==> src/rtl/mips_pkg.sv <==
// Shared types for the MIPS pipeline control blocks: FSM states, the
// register-specifier width and the bundled pipeline-control word.
package mips_pkg;

    localparam int REG_W = 5;

    typedef enum logic [0:0] {
        RUN      = 1'b0,
        MEM_WAIT = 1'b1
    } hz_state_e;

    typedef struct packed {
        logic pc_write;
        logic stall_if_id;
        logic flush_if_id;
        logic stall_id_ex;
        logic flush_id_ex;
        logic stall_ex_mem;
    } hazard_ctrl_t;

    localparam hazard_ctrl_t CTRL_IDLE     = 6'b100000;
    localparam hazard_ctrl_t CTRL_MEM_HOLD = 6'b010101;
    localparam hazard_ctrl_t CTRL_REDIRECT = 6'b101010;
    localparam hazard_ctrl_t CTRL_BUBBLE   = 6'b010010;

    // A register that is being cleared must never also be held.
    function automatic hazard_ctrl_t flush_wins(input hazard_ctrl_t c);
        hazard_ctrl_t r;
        r             = c;
        r.stall_if_id = c.stall_if_id & ~c.flush_if_id;
        r.stall_id_ex = c.stall_id_ex & ~c.flush_id_ex;
        return r;
    endfunction

endpackage

==> src/rtl/pipe_hazard_ctrl_chk.sv <==
// Property checker for the hazard controller's stall/flush outputs.
module pipe_hazard_ctrl_chk (
    input logic Clk,
    input logic Reset,
    input logic Stall_IF_ID,
    input logic Flush_IF_ID,
    input logic Stall_ID_EX,
    input logic Flush_ID_EX
);

    a_if_id_excl: assert property (@(posedge Clk) disable iff (Reset)
        !(Stall_IF_ID && Flush_IF_ID));

    a_id_ex_excl: assert property (@(posedge Clk) disable iff (Reset)
        !(Stall_ID_EX && Flush_ID_EX));

endmodule

==> src/rtl/sat_counter.sv <==
// Saturating up-counter with increment enable and synchronous clear;
// it holds at all-ones instead of wrapping.
module sat_counter #(
    parameter int W = 16
) (
    input  logic         clk,
    input  logic         clr,
    input  logic         inc,
    output logic [W-1:0] count
);

    logic [W-1:0] count_q;
    logic [W-1:0] count_d;

    // Next count: clear, saturating increment, or hold
    always_comb begin
        if (clr) begin
            count_d = {W{1'b0}};
        end else if (inc && (count_q != {W{1'b1}})) begin
            count_d = count_q + W'(1);
        end else begin
            count_d = count_q;
        end
    end

    // Count register
    always_ff @(posedge clk) begin
        if (clr) begin
            count_q <= {W{1'b0}};
        end else begin
            count_q <= count_d;
        end
    end

    assign count = count_q;

endmodule

==> src/rtl/pipe_hazard_ctrl.sv <==
// Hazard and stall scheduler for the 5-stage MIPS pipeline: memory wait,
// branch/jump redirect and load-use, resolved in that priority order.
module pipe_hazard_ctrl
    import mips_pkg::*;
#(
    parameter int REG_W      = mips_pkg::REG_W,
    parameter int WAIT_LIMIT = 64,
    parameter int CNT_W      = 16
) (
    input  logic             Clk,
    input  logic             Reset,
    input  logic [REG_W-1:0] Rs_ID,
    input  logic [REG_W-1:0] Rt_ID,
    input  logic             UsesRt_ID,
    input  logic             MemRead_EX,
    input  logic [REG_W-1:0] Rt_EX,
    input  logic             BranchTaken_EX,
    input  logic             Jump_EX,
    input  logic             MemReq_MEM,
    input  logic             MemReady_MEM,
    output logic             PCWrite,
    output logic             Stall_IF_ID,
    output logic             Flush_IF_ID,
    output logic             Stall_ID_EX,
    output logic             Flush_ID_EX,
    output logic             Stall_EX_MEM,
    output logic             LoadUse,
    output logic             Timeout,
    output logic [CNT_W-1:0] StallCnt,
    output logic [CNT_W-1:0] FlushCnt
);

    localparam int                WCNT_W   = $clog2(WAIT_LIMIT + 1);
    localparam logic [WCNT_W-1:0] WAIT_MAX = WCNT_W'(WAIT_LIMIT);
    localparam logic [WCNT_W-1:0] WAIT_ONE = WCNT_W'(1);

    hz_state_e         state_q;
    hz_state_e         state_d;
    logic [WCNT_W-1:0] wait_cnt_q;
    logic [WCNT_W-1:0] wait_cnt_d;
    logic              load_use_q;
    logic              load_use_d;
    logic              timeout_q;
    logic              timeout_d;

    hazard_ctrl_t      ctrl_s;
    logic              mem_stall_s;
    logic              redirect_s;
    logic              load_use_hit_s;
    logic              flush_inc_s;

    // Raw hazard terms
    always_comb begin
        redirect_s     = BranchTaken_EX | Jump_EX;
        load_use_hit_s = MemRead_EX && (Rt_EX != {REG_W{1'b0}}) &&
                         ((Rt_EX == Rs_ID) || (UsesRt_ID && (Rt_EX == Rt_ID)));
        if (state_q == MEM_WAIT) begin
            // Once waiting, only the ready handshake releases the pipeline.
            mem_stall_s = !MemReady_MEM;
        end else begin
            mem_stall_s = MemReq_MEM && !MemReady_MEM;
        end
    end

    // Priority resolution of the control word and next-state logic
    always_comb begin
        ctrl_s      = CTRL_IDLE;
        state_d     = RUN;
        wait_cnt_d  = {WCNT_W{1'b0}};
        load_use_d  = 1'b0;
        timeout_d   = timeout_q;
        flush_inc_s = 1'b0;
        if (Reset) begin
            timeout_d = 1'b0;
        end else if (mem_stall_s) begin
            ctrl_s     = CTRL_MEM_HOLD;
            wait_cnt_d = (state_q == MEM_WAIT) ? (wait_cnt_q + WAIT_ONE) : WAIT_ONE;
            if (wait_cnt_d >= WAIT_MAX) begin
                timeout_d = 1'b1;
                state_d   = RUN;
            end else begin
                state_d   = MEM_WAIT;
            end
        end else if (redirect_s) begin
            ctrl_s      = CTRL_REDIRECT;
            flush_inc_s = 1'b1;
        end else if (load_use_hit_s) begin
            ctrl_s     = CTRL_BUBBLE;
            load_use_d = 1'b1;
        end else begin
            ctrl_s = CTRL_IDLE;
        end
        ctrl_s = flush_wins(ctrl_s);
    end

    // Controller state and registered status
    always_ff @(posedge Clk) begin
        if (Reset) begin
            state_q    <= RUN;
            wait_cnt_q <= {WCNT_W{1'b0}};
            load_use_q <= 1'b0;
            timeout_q  <= 1'b0;
        end else begin
            state_q    <= state_d;
            wait_cnt_q <= wait_cnt_d;
            load_use_q <= load_use_d;
            timeout_q  <= timeout_d;
        end
    end

    sat_counter #(.W(CNT_W)) u_stall_cnt (
        .clk   (Clk),
        .clr   (Reset),
        .inc   (!ctrl_s.pc_write),
        .count (StallCnt)
    );

    sat_counter #(.W(CNT_W)) u_flush_cnt (
        .clk   (Clk),
        .clr   (Reset),
        .inc   (flush_inc_s),
        .count (FlushCnt)
    );

    pipe_hazard_ctrl_chk u_chk (
        .Clk         (Clk),
        .Reset       (Reset),
        .Stall_IF_ID (Stall_IF_ID),
        .Flush_IF_ID (Flush_IF_ID),
        .Stall_ID_EX (Stall_ID_EX),
        .Flush_ID_EX (Flush_ID_EX)
    );

    assign PCWrite      = ctrl_s.pc_write;
    assign Stall_IF_ID  = ctrl_s.stall_if_id;
    assign Flush_IF_ID  = ctrl_s.flush_if_id;
    assign Stall_ID_EX  = ctrl_s.stall_id_ex;
    assign Flush_ID_EX  = ctrl_s.flush_id_ex;
    assign Stall_EX_MEM = ctrl_s.stall_ex_mem;
    assign LoadUse      = load_use_q;
    assign Timeout      = timeout_q;

endmodule

==> config.mk <==
export PLATFORM = sky130hd
export DESIGN_NAME = pipe_hazard_ctrl
export DESIGN_NICKNAME = d
export VERILOG_FILES = /design/src/rtl/mips_pkg.sv /design/src/rtl/pipe_hazard_ctrl_chk.sv /design/src/rtl/sat_counter.sv /design/src/rtl/pipe_hazard_ctrl.sv
export SDC_FILE = /design/constraint.sdc
export NUM_CORES = 1
export LEC_CHECK = 0
export CAP_MARGIN = 10
export CORE_MARGIN = 2
export CORE_UTILIZATION = 25
export DETAILED_ROUTE_END_ITERATION = 10
export PLACE_DENSITY_LB_ADDON = 0.1
export SLEW_MARGIN = 20
export SYNTH_ARGS = -nofsm -noshare
export SYNTH_HDL_FRONTEND = slang
export SYNTH_SLANG_ARGS = --single-unit
==> constraint.sdc <==
create_clock -name Clk -period 2.36 [get_ports Clk]
set_input_delay 0.472 -clock Clk [delete_from_list [all_inputs] [get_ports Clk]]
set_output_delay 0.472 -clock Clk [all_outputs]
set_load 0.01 [all_outputs]
-- Word-level counts from Yosys, hierarchy flattened
Cells that the tools add are included.
- register bits: 42
- logic and storage cells: 44
- add/subtract/negate cells: 3
- order comparisons: 1
- equal/unequal tests: 4
- mux-type cells: 11
- bitwise logic cells: 6
- reductions and logical operators: 13
- operator list (operator ; number):
    16-bit by 1-bit adder with 16-bit output (second input constant) ; 2
    16-bit inequality test (second input constant) ; 2
    6-bit two-way mux ; 4
    5-bit == test ; 2
    7-bit by 1-bit adder with 7-bit output (second input constant) ; 1
    7-bit >= comparator (second input constant) ; 1
    7-bit two-way mux ; 1
    1-bit logical AND ; 6
    1-bit two-way mux ; 6
    5-bit nonzero test ; 1
    1-bit inverter ; 3
    3-bit OR reduction ; 1
    1-bit AND ; 2
    1-bit zero test ; 2
    2-bit AND reduction ; 1
    2-bit OR reduction ; 1
    1-bit logical OR ; 1
    1-bit OR ; 1

-- Depth between registers and ports, before layout
Gate-level depths: netlist of the first run.
- depth after elaboration: 10
- depth in mapped cells: 9

-- Modules after synthesis
Synthesis of the first run repeated with hierarchy kept, for this count alone.
- cells, all modules: 262
- area, all modules: 2262.2 µm²
- modules (own cells, without submodules) (module ; instances ; cells an instance ; area an instance (µm²)):
    sat_counter ; 2 ; 99 ; 848.3
    pipe_hazard_ctrl ; 1 ; 64 ; 565.5

-- Worst setup path after synthesis of the first run
OpenSTA, ideal clock, no wires.
- path type: input to register
- start point: input Rt_EX[3]
- end point: register u_stall_cnt.count_q[7] (netlist: u_stall_cnt.count[7])
- library setup time: 0.121 ns
- arrival: 2.317 ns
- data required time: 2.239 ns
- path slack: -0.078 ns
- stages on the path: 8
- cell sequence: xor2_1 > nor4_2 > a32oi_1 > o31ai_4 > inv_2 > buf_6 > nor4b_1 > mux2_2
- word-level cells in the longest chain between the ends: 10
- RTL lines (element ; line ; RTL):
    from (decl) ; pipe_hazard_ctrl.sv:16 ; input logic [REG_W-1:0] Rt_EX,
    5-bit == test ; pipe_hazard_ctrl.sv:56 ; ((Rt_EX == Rs_ID) || (UsesRt_ID && (Rt_EX == Rt_ID)));
    1-bit logical AND ; pipe_hazard_ctrl.sv:56 ;
    1-bit logical OR ; pipe_hazard_ctrl.sv:56 ;
    1-bit logical AND (*) ; pipe_hazard_ctrl.sv:55 ; load_use_hit_s = MemRead_EX && (Rt_EX != {REG_W{1'b0}}) &&
    6-bit two-way mux (*) ; pipe_hazard_ctrl.sv:87 ; end else if (load_use_hit_s) begin
    6-bit two-way mux (*) ; pipe_hazard_ctrl.sv:84 ; end else if (redirect_s) begin
    6-bit two-way mux (*) ; pipe_hazard_ctrl.sv:75 ; end else if (mem_stall_s) begin
    6-bit two-way mux (*) ; pipe_hazard_ctrl.sv:73 ; if (Reset) begin
    1-bit zero test (*) ; pipe_hazard_ctrl.sv:114 ; .inc (!ctrl_s.pc_write),
    1-bit logical AND (*) ; sat_counter.sv:19 ; end else if (inc && (count_q != {W{1'b1}})) begin
    to (signal assigned) ; sat_counter.sv:29 ; count_q <= {W{1'b0}};
    to (signal assigned) ; sat_counter.sv:31 ; count_q <= count_d;
    to (decl) ; sat_counter.sv:12 ; logic [W-1:0] count_q;
Mark *: on every way between the ends. The rest lies on a longest branch, timed or not.
A chain may end at the register's enable or synchronous reset.

-- Final worst setup path of the first run
- start point: input Rt_ID[2]
- end point: output PCWrite
- word-level cells in the longest chain between the ends: 8
- RTL lines (element ; line ; RTL):
    from (decl) ; pipe_hazard_ctrl.sv:13 ; input logic [REG_W-1:0] Rt_ID,
    5-bit == test ; pipe_hazard_ctrl.sv:56 ;
    1-bit logical AND ; pipe_hazard_ctrl.sv:56 ;
    1-bit logical OR ; pipe_hazard_ctrl.sv:56 ;
    1-bit logical AND ; pipe_hazard_ctrl.sv:55 ;
    6-bit two-way mux ; pipe_hazard_ctrl.sv:87 ;
    6-bit two-way mux ; pipe_hazard_ctrl.sv:84 ;
    6-bit two-way mux ; pipe_hazard_ctrl.sv:75 ;
    6-bit two-way mux ; pipe_hazard_ctrl.sv:73 ;
    to (decl) ; pipe_hazard_ctrl.sv:21 ; output logic PCWrite,
Every way passes these cells.

==> metrics.txt, run 1 <==
switching share of total power 0.234; top post-synthesis cells by count dfxtp_1 (42), nor2_1 (31), nand3_1 (23); Via density between 4 and 5; vias after detailed routing roughly 2100; Die X 95.7 um; initial antenna violation count 0; placed cell area between 3000 and 4000 um^2; first-pass GRT wire length approximately 9000 um; Worst VDD drop 183 uV; DRC viols 0; period utilisation layout 0.983; CTS tree done; Top Layer Used met4; number of diodes 0; Hold Path Class reg -> reg; antenna-violating nets left 0; CORE AREA 8180 um^2; clock skew about 0.0075 ns; Layout Cells excl Fill approximately 440; final net count roughly 360; FILL cells 849; Inst Count DP between 400 and 500; hold endpoint wait_cnt_q[0]; R2R Setup Slk approximately 0.43 ns; CP Max Fanout 2; Setup WS pre-CTS -0.746 ns; met2 WL around 2700 um; Synth Flop Type dfxtp_1; fmax ~430 MHz; 1st-iter DRT viols 59; Post-synth EDFFs 0; Seq/Total Area, Yosys 0.400; Worst R2R Start u_stall_cnt.count[2]; initial core utilization 0.257; Leak 1.18 nW; hold buffer count at cts 0; total power approximately 1.4 mW; largest area contributor in the synthesized netlist dfxtp_1; Cell Area, Synth between 2000 and 2500 um^2; Hold Vio Cnt, Final 0; clk buf depth 2; Power Dens Cells between 400 and 500 nW/um^2; Metal-1 WL between 2000 and 3000 um; post-route minimum period 2.32 ns; Hold WS about 0.5 ns; routed length on met3 around 230 um; layout cells sized above 1 0.181; Reg clk slew, reported paths around 0.08 ns; post-synth cell types 37; post-route setup slack ~0.039 ns; CP Capture Type primary output; dpl hpwl between 4000 and 5000 um; root buf cell clkbuf_8; Max Cap Viol 0; routed len/inst ~13 um; CP required ~1.9 ns; largest cells by area after synthesis dfxtp_1 (40%), xor2_1 (7.5%), nor2_1 (5.5%); Final Max Slew Viols 0; P_int about 1.1 mW; HP Start wait_cnt_q[0]; clock sinks 42; IO Port Bufs 62; CTS H-Tree Depth 2; Critical Path AT between 1.5 and 2 ns; Reg power frac 0.504; Synth Net Count about 270; fraction of registers with async set/reset 0; Clock Latency Late Sink approximately 0.30 ns; I/O pin count between 60 and 70; switching power 0.335 mW; Clk network pwr share 0.386; post-synthesis instance total between 200 and 250; #FFs+latches synth 42; unrepaired setup endpoints after global routing true; total congestion overflow 0; Die Area 9150 um^2; share of the synthesized area in the top cell type 0.400; vias in the first global route around 1900; average cell area after synthesis ~8.5 um^2; critical path startpoint category primary input; Finished Cell Area between 3000 and 4000 um^2; total wire length between 5000 and 6000 um; hold path cells 1; CTS buffer count 5; FF-to-FF End u_stall_cnt.count[7]; GRT Util Overall 0.128; synth warn 0; R2R cell count 7; largest net degree at the start of global routing 33; Area growth, synth to finish 51.1%; Die Ht 95.7 um; RD Place Congestion 0.828; first-pass iteration count of the detailed router 4; Least-Margin Pin Slew 0.353 ns; row count 33; Combinational Power Share 0.110; Final setup violation count 0; cell with the most instances after synthesis dfxtp_1; status finished, final reports clean; type of the worst setup path in -> out; Slew HR 0.762
-- timing repair --
item	4_1_cts	5_1_grt
pin swaps	11	5
gates resized for setup	62	6
setup buffers	3	0
endpoints found under the setup margin	19	10
gates cloned	0	0
-- logic make-up after synthesis --
| family | Yosys count | share of synthesized area |
|---|---|---|
| compound gates | 28 | 0.0893 |
| fa+ha+maj | 3 | 0.0179 |
| flops | 42 | 0.400 |
| simple gates | 124 | 0.307 |
| xor+xnor | 29 | 0.121 |
| buf+inv | 13 | 0.0292 |
| mux | 7 | 0.0351 |
-- critical path, cell delays in order --
cell and delay [ns]:
buf_6 0.09, xor2_2 0.16, nor4_2 0.29, a32oi_2 0.15, buf_4 0.16, o31ai_4 0.23
buf_6 0.15, inv_4 0.03, buf_6 0.11
-- state kept, by name, indices dropped and copies added (netlist names) --
| signal | cells |
|---|---|
| LoadUse | 1 |
| Timeout | 1 |
| state_q | 1 |
| u_flush_cnt.count | 16 |
| u_stall_cnt.count | 16 |
| wait_cnt_q | 7 |
-- power groups by stage --
stage / Sequential (mW) / Combinational [mW] / Clock (mW)
2_1_floorplan: 0.738 / 0.0594 / 0
3_3_place_gp: 0.738 / 0.157 / 0
3_5_place_dp: 0.738 / 0.156 / 0
4_1_cts: 0.721 / 0.156 / 0.577
5_1_grt: 0.722 / 0.171 / 0.600
6_report: 0.721 / 0.157 / 0.553
-- placed cells by master (no fill, tap or decap), types with 8 or more instances in the layout --
cell,count
clkdlybuf4s50_1,41
nand3_1,23
xor2_1,17
nand2_1,18
xnor2_1,10
dfxtp_1,42
a21oi_1,11
dlygate4sd2_1,9
or4_1,8
nor2_1,31
buf_4,24
clkbuf_8,8
-- final cells by class --
cell class,instances,area (um^2),share of cell area
well taps,105,131,0.0414
clock buffers,8,110,0.0347
inverters,6,25.0,0.00788
repair buffers,90,813,0.256
multi-input cells,191,1250,0.395
flip-flops and latches,42,841,0.265
-- how the worst max path moves through the flow --
stage	start	end	slack (ns)	cells after the start
after CTS	Rt_ID[2]	PCWrite	-0.009	9
after global routing	Rt_EX[1]	u_stall_cnt.count[7]	-0.04	12
final	Rt_ID[2]	PCWrite	0.04	9
after floorplan	Rt_EX[3]	u_stall_cnt.count[7]	0.02	8
after global placement	Rt_EX[1]	Flush_ID_EX	-0.73	7
after detailed placement	Rt_EX[3]	Flush_ID_EX	-0.75	7
-- layer usage --
metal	vias to the layer above	track usage
li1	1059	-
met1	943	0.162
met2	42	0.209
met3	11	0.0285
met4	0	0.0524
met5	-	0
-- through the flow --
step           setup TNS (ns)  utilization
2_1_floorplan               0            -
3_3_place_gp           -10.43        0.369
3_5_place_dp           -10.53        0.369
4_1_cts              -0.00869        0.386
5_1_grt                -0.154        0.388
6_report                    0        0.388
(Power assumes the default switching activity.)
==> run 2, diff against run 1 <==
--- a/config.mk
+++ b/config.mk
@@ -6,9 +6,12 @@
 export NUM_CORES = 1
 export LEC_CHECK = 0
 export CAP_MARGIN = 10
+export CELL_PAD_IN_SITES_DETAIL_PLACEMENT = 1
+export CELL_PAD_IN_SITES_GLOBAL_PLACEMENT = 1
 export CORE_MARGIN = 2
 export CORE_UTILIZATION = 25
 export DETAILED_ROUTE_END_ITERATION = 10
+export DONT_BUFFER_PORTS = 1
 export PLACE_DENSITY_LB_ADDON = 0.1
 export SLEW_MARGIN = 20
 export SYNTH_ARGS = -nofsm -noshare
==> run 2 against run 1 <==
  * Power up 5.0%
  * Register-to-register slack got worse by 0.08 ns
  * Sequential share of layout area grew 7.8 points
  * Worst hold slack lost 0.26 ns
  * Non-clock buffer count is 77 lower
  * Routed wire length fell by 0.64%
  * Maximum frequency grew 4.5%
  * Sequential cell count is the same
  * Clock-buffer cell count down 2
  * Critical path depth down 3
  * Final area shrank 23%
  * Clock skew down 0.0032 ns
  * Critical path type unchanged
==> metrics.txt, run 2 (same netlist as run 1, synthesis figures left out) <==
Hold Vio Cnt, Final 0 (unchanged); Clk network pwr share 0.471 (+0.085); layout cells sized above 1 0.115 (-0.0656); type of the worst setup path in -> out; number of diodes 0 (unchanged); IO Port Bufs 0 (-100%); Critical Path AT 1.75 ns (-0.10 ns); initial antenna violation count 0 (unchanged); status finished, final reports clean; Reg power frac 0.480 (-0.024); CTS buffer count 5 (unchanged); final net count 285 (-21%); largest net degree at the start of global routing 34 (+3.0%); commonest non-fill, non-tap cells in the layout dfxtp_1 (42), nor2_1 (31), nand3_1 (23); post-route minimum period 2.22 ns (-0.101 ns); CTS H-Tree Depth 2 (unchanged); total congestion overflow 0 (unchanged); Die Area 9150 um^2 (unchanged); Least-Margin Pin Slew 0.461 ns (+0.108 ns); first-pass iteration count of the detailed router 4 (unchanged); P_int 1.20 mW (+9.2%); Die X 95.7 um (unchanged); Worst VDD drop 233 uV (+27%); CP Capture Type primary output; DRC viols 0 (unchanged); root buf cell clkbuf_8; Core Util, Final 0.300 (-0.0886); setup_tns 0 ns (unchanged); Final Max Slew Viols 0 (unchanged); Reg clk slew, reported paths 0.08 ns (about the same); Post-CTS Setup Inserts 0 (-3); Power Dens Cells 613 nW/um^2 (+36%); clock sinks 42 (unchanged); vias after detailed routing 1814 (-12%); GRT Util Overall 0.129 (+0.00154); CP required 1.89 ns (about the same); Die Ht 95.7 um (unchanged); switching share of total power 0.204 (-0.0302); I/O pin count 63 (unchanged); row count 33 (unchanged); Combinational Power Share 0.049 (-0.061); Max Cap Viol 0 (unchanged); Slew HR 0.690 (-0.0721); Setup WS pre-CTS -0.00361 ns (+0.742 ns); initial core utilization 0.257 (unchanged); CP Max Fanout 18 (+16); period utilisation layout 0.941 (-0.0426); clk buf depth 2 (unchanged); routed len/inst 15.4 um (+20%); antenna-violating nets left 0 (unchanged); fmax 450 MHz (+4.5%); hold buffer count at cts 0 (unchanged); RD Place Congestion 0.726 (-12%); PostCTS Resize Cnt 0 (-100%); critical path startpoint category primary input; post-route setup slack 0.139 ns (+0.101 ns); total wire length 5610 um (-0.64%); first-pass GRT wire length 9160 um (+1.3%); 1st-iter DRT viols 41 (-31%); dpl hpwl 4270 um (+2.4%); total power 1.50 mW (+5.0%); Via density 4.97 (+6.9%); Hold Path Class in -> reg; switching power 0.307 mW (-8.5%); commonest non-fill, non-tap cell in the layout dfxtp_1; Leak 0.855 nW (-28%); CTS tree done; CORE AREA 8180 um^2 (unchanged); unrepaired setup endpoints after global routing false; Clock Latency Late Sink 0.29 ns (about the same); clock skew 0.00431 ns (-0.00315 ns); vias in the first global route 1823 (-4.2%); Final setup violation count 0 (unchanged); FILL cells 964 (+14%); Area growth, synth to finish 16.6%
run 2: cell type report:
cell class | count | area [um^2] | area share
Sequential cell | 42 | 841 | 0.343
Clock buffer | 6 | 82.6 | 0.0337
Tap cell | 105 | 131 | 0.0536
Multi-Input combinational cell | 191 | 1210 | 0.495
Clock inverter | 2 | 60.1 | 0.0245
Timing Repair Buffer | 13 | 97.6 | 0.0398
Inverter | 6 | 25.0 | 0.0102
run 2: path summary, 6_finish.rpt:
kind / cells past startpoint / from / slack, ns / end
setup / recovery: 6 / Rt_EX[1] / 0.14 / PCWrite
hold / removal: 1 / Reset / 0.24 / u_stall_cnt.count[6]
setup reg to reg: 6 / u_stall_cnt.count[4] / 0.35 / u_stall_cnt.count[11]
hold reg to reg: 1 / state_q / 0.51 / wait_cnt_q[0]
run 2: power groups by stage:
stage               registers (mW)  clock network, mW  logic, mW
floorplan                    0.738                  0     0.0594
global placement             0.738                  0     0.0736
detailed placement           0.738                  0     0.0742
CTS                          0.722              0.753     0.0744
global route                 0.723              0.778     0.0819
finish                       0.721              0.708     0.0729
run 2: through the flow:
step	hold WS [ns]	std cells	cell area (um^2)
finish	0.239	365	2450
global route	0.218	365	2450
CTS	0.218	365	2450
detailed placement	0.498	357	2300
global placement	0.491	357	2300
floorplan	0.450	246	2110
run 2: layer usage:
metal / track usage / vias to the layer above / part of all wire
li1: - / 905 / -
met1: 0.150 / 879 / 0.42
met2: 0.224 / 28 / 0.52
met4: 0.0321 / 0 / 0.0053
met3: 0.0482 / 2 / 0.054
met5: 0 / - / 0
run 2: critical path, cell delays in order:
cell and delay [ns]:
or4_1 0.52, o21ai_0 0.18, buf_4 0.15, o31ai_4 0.08, inv_4 0.17, buf_4 0.17
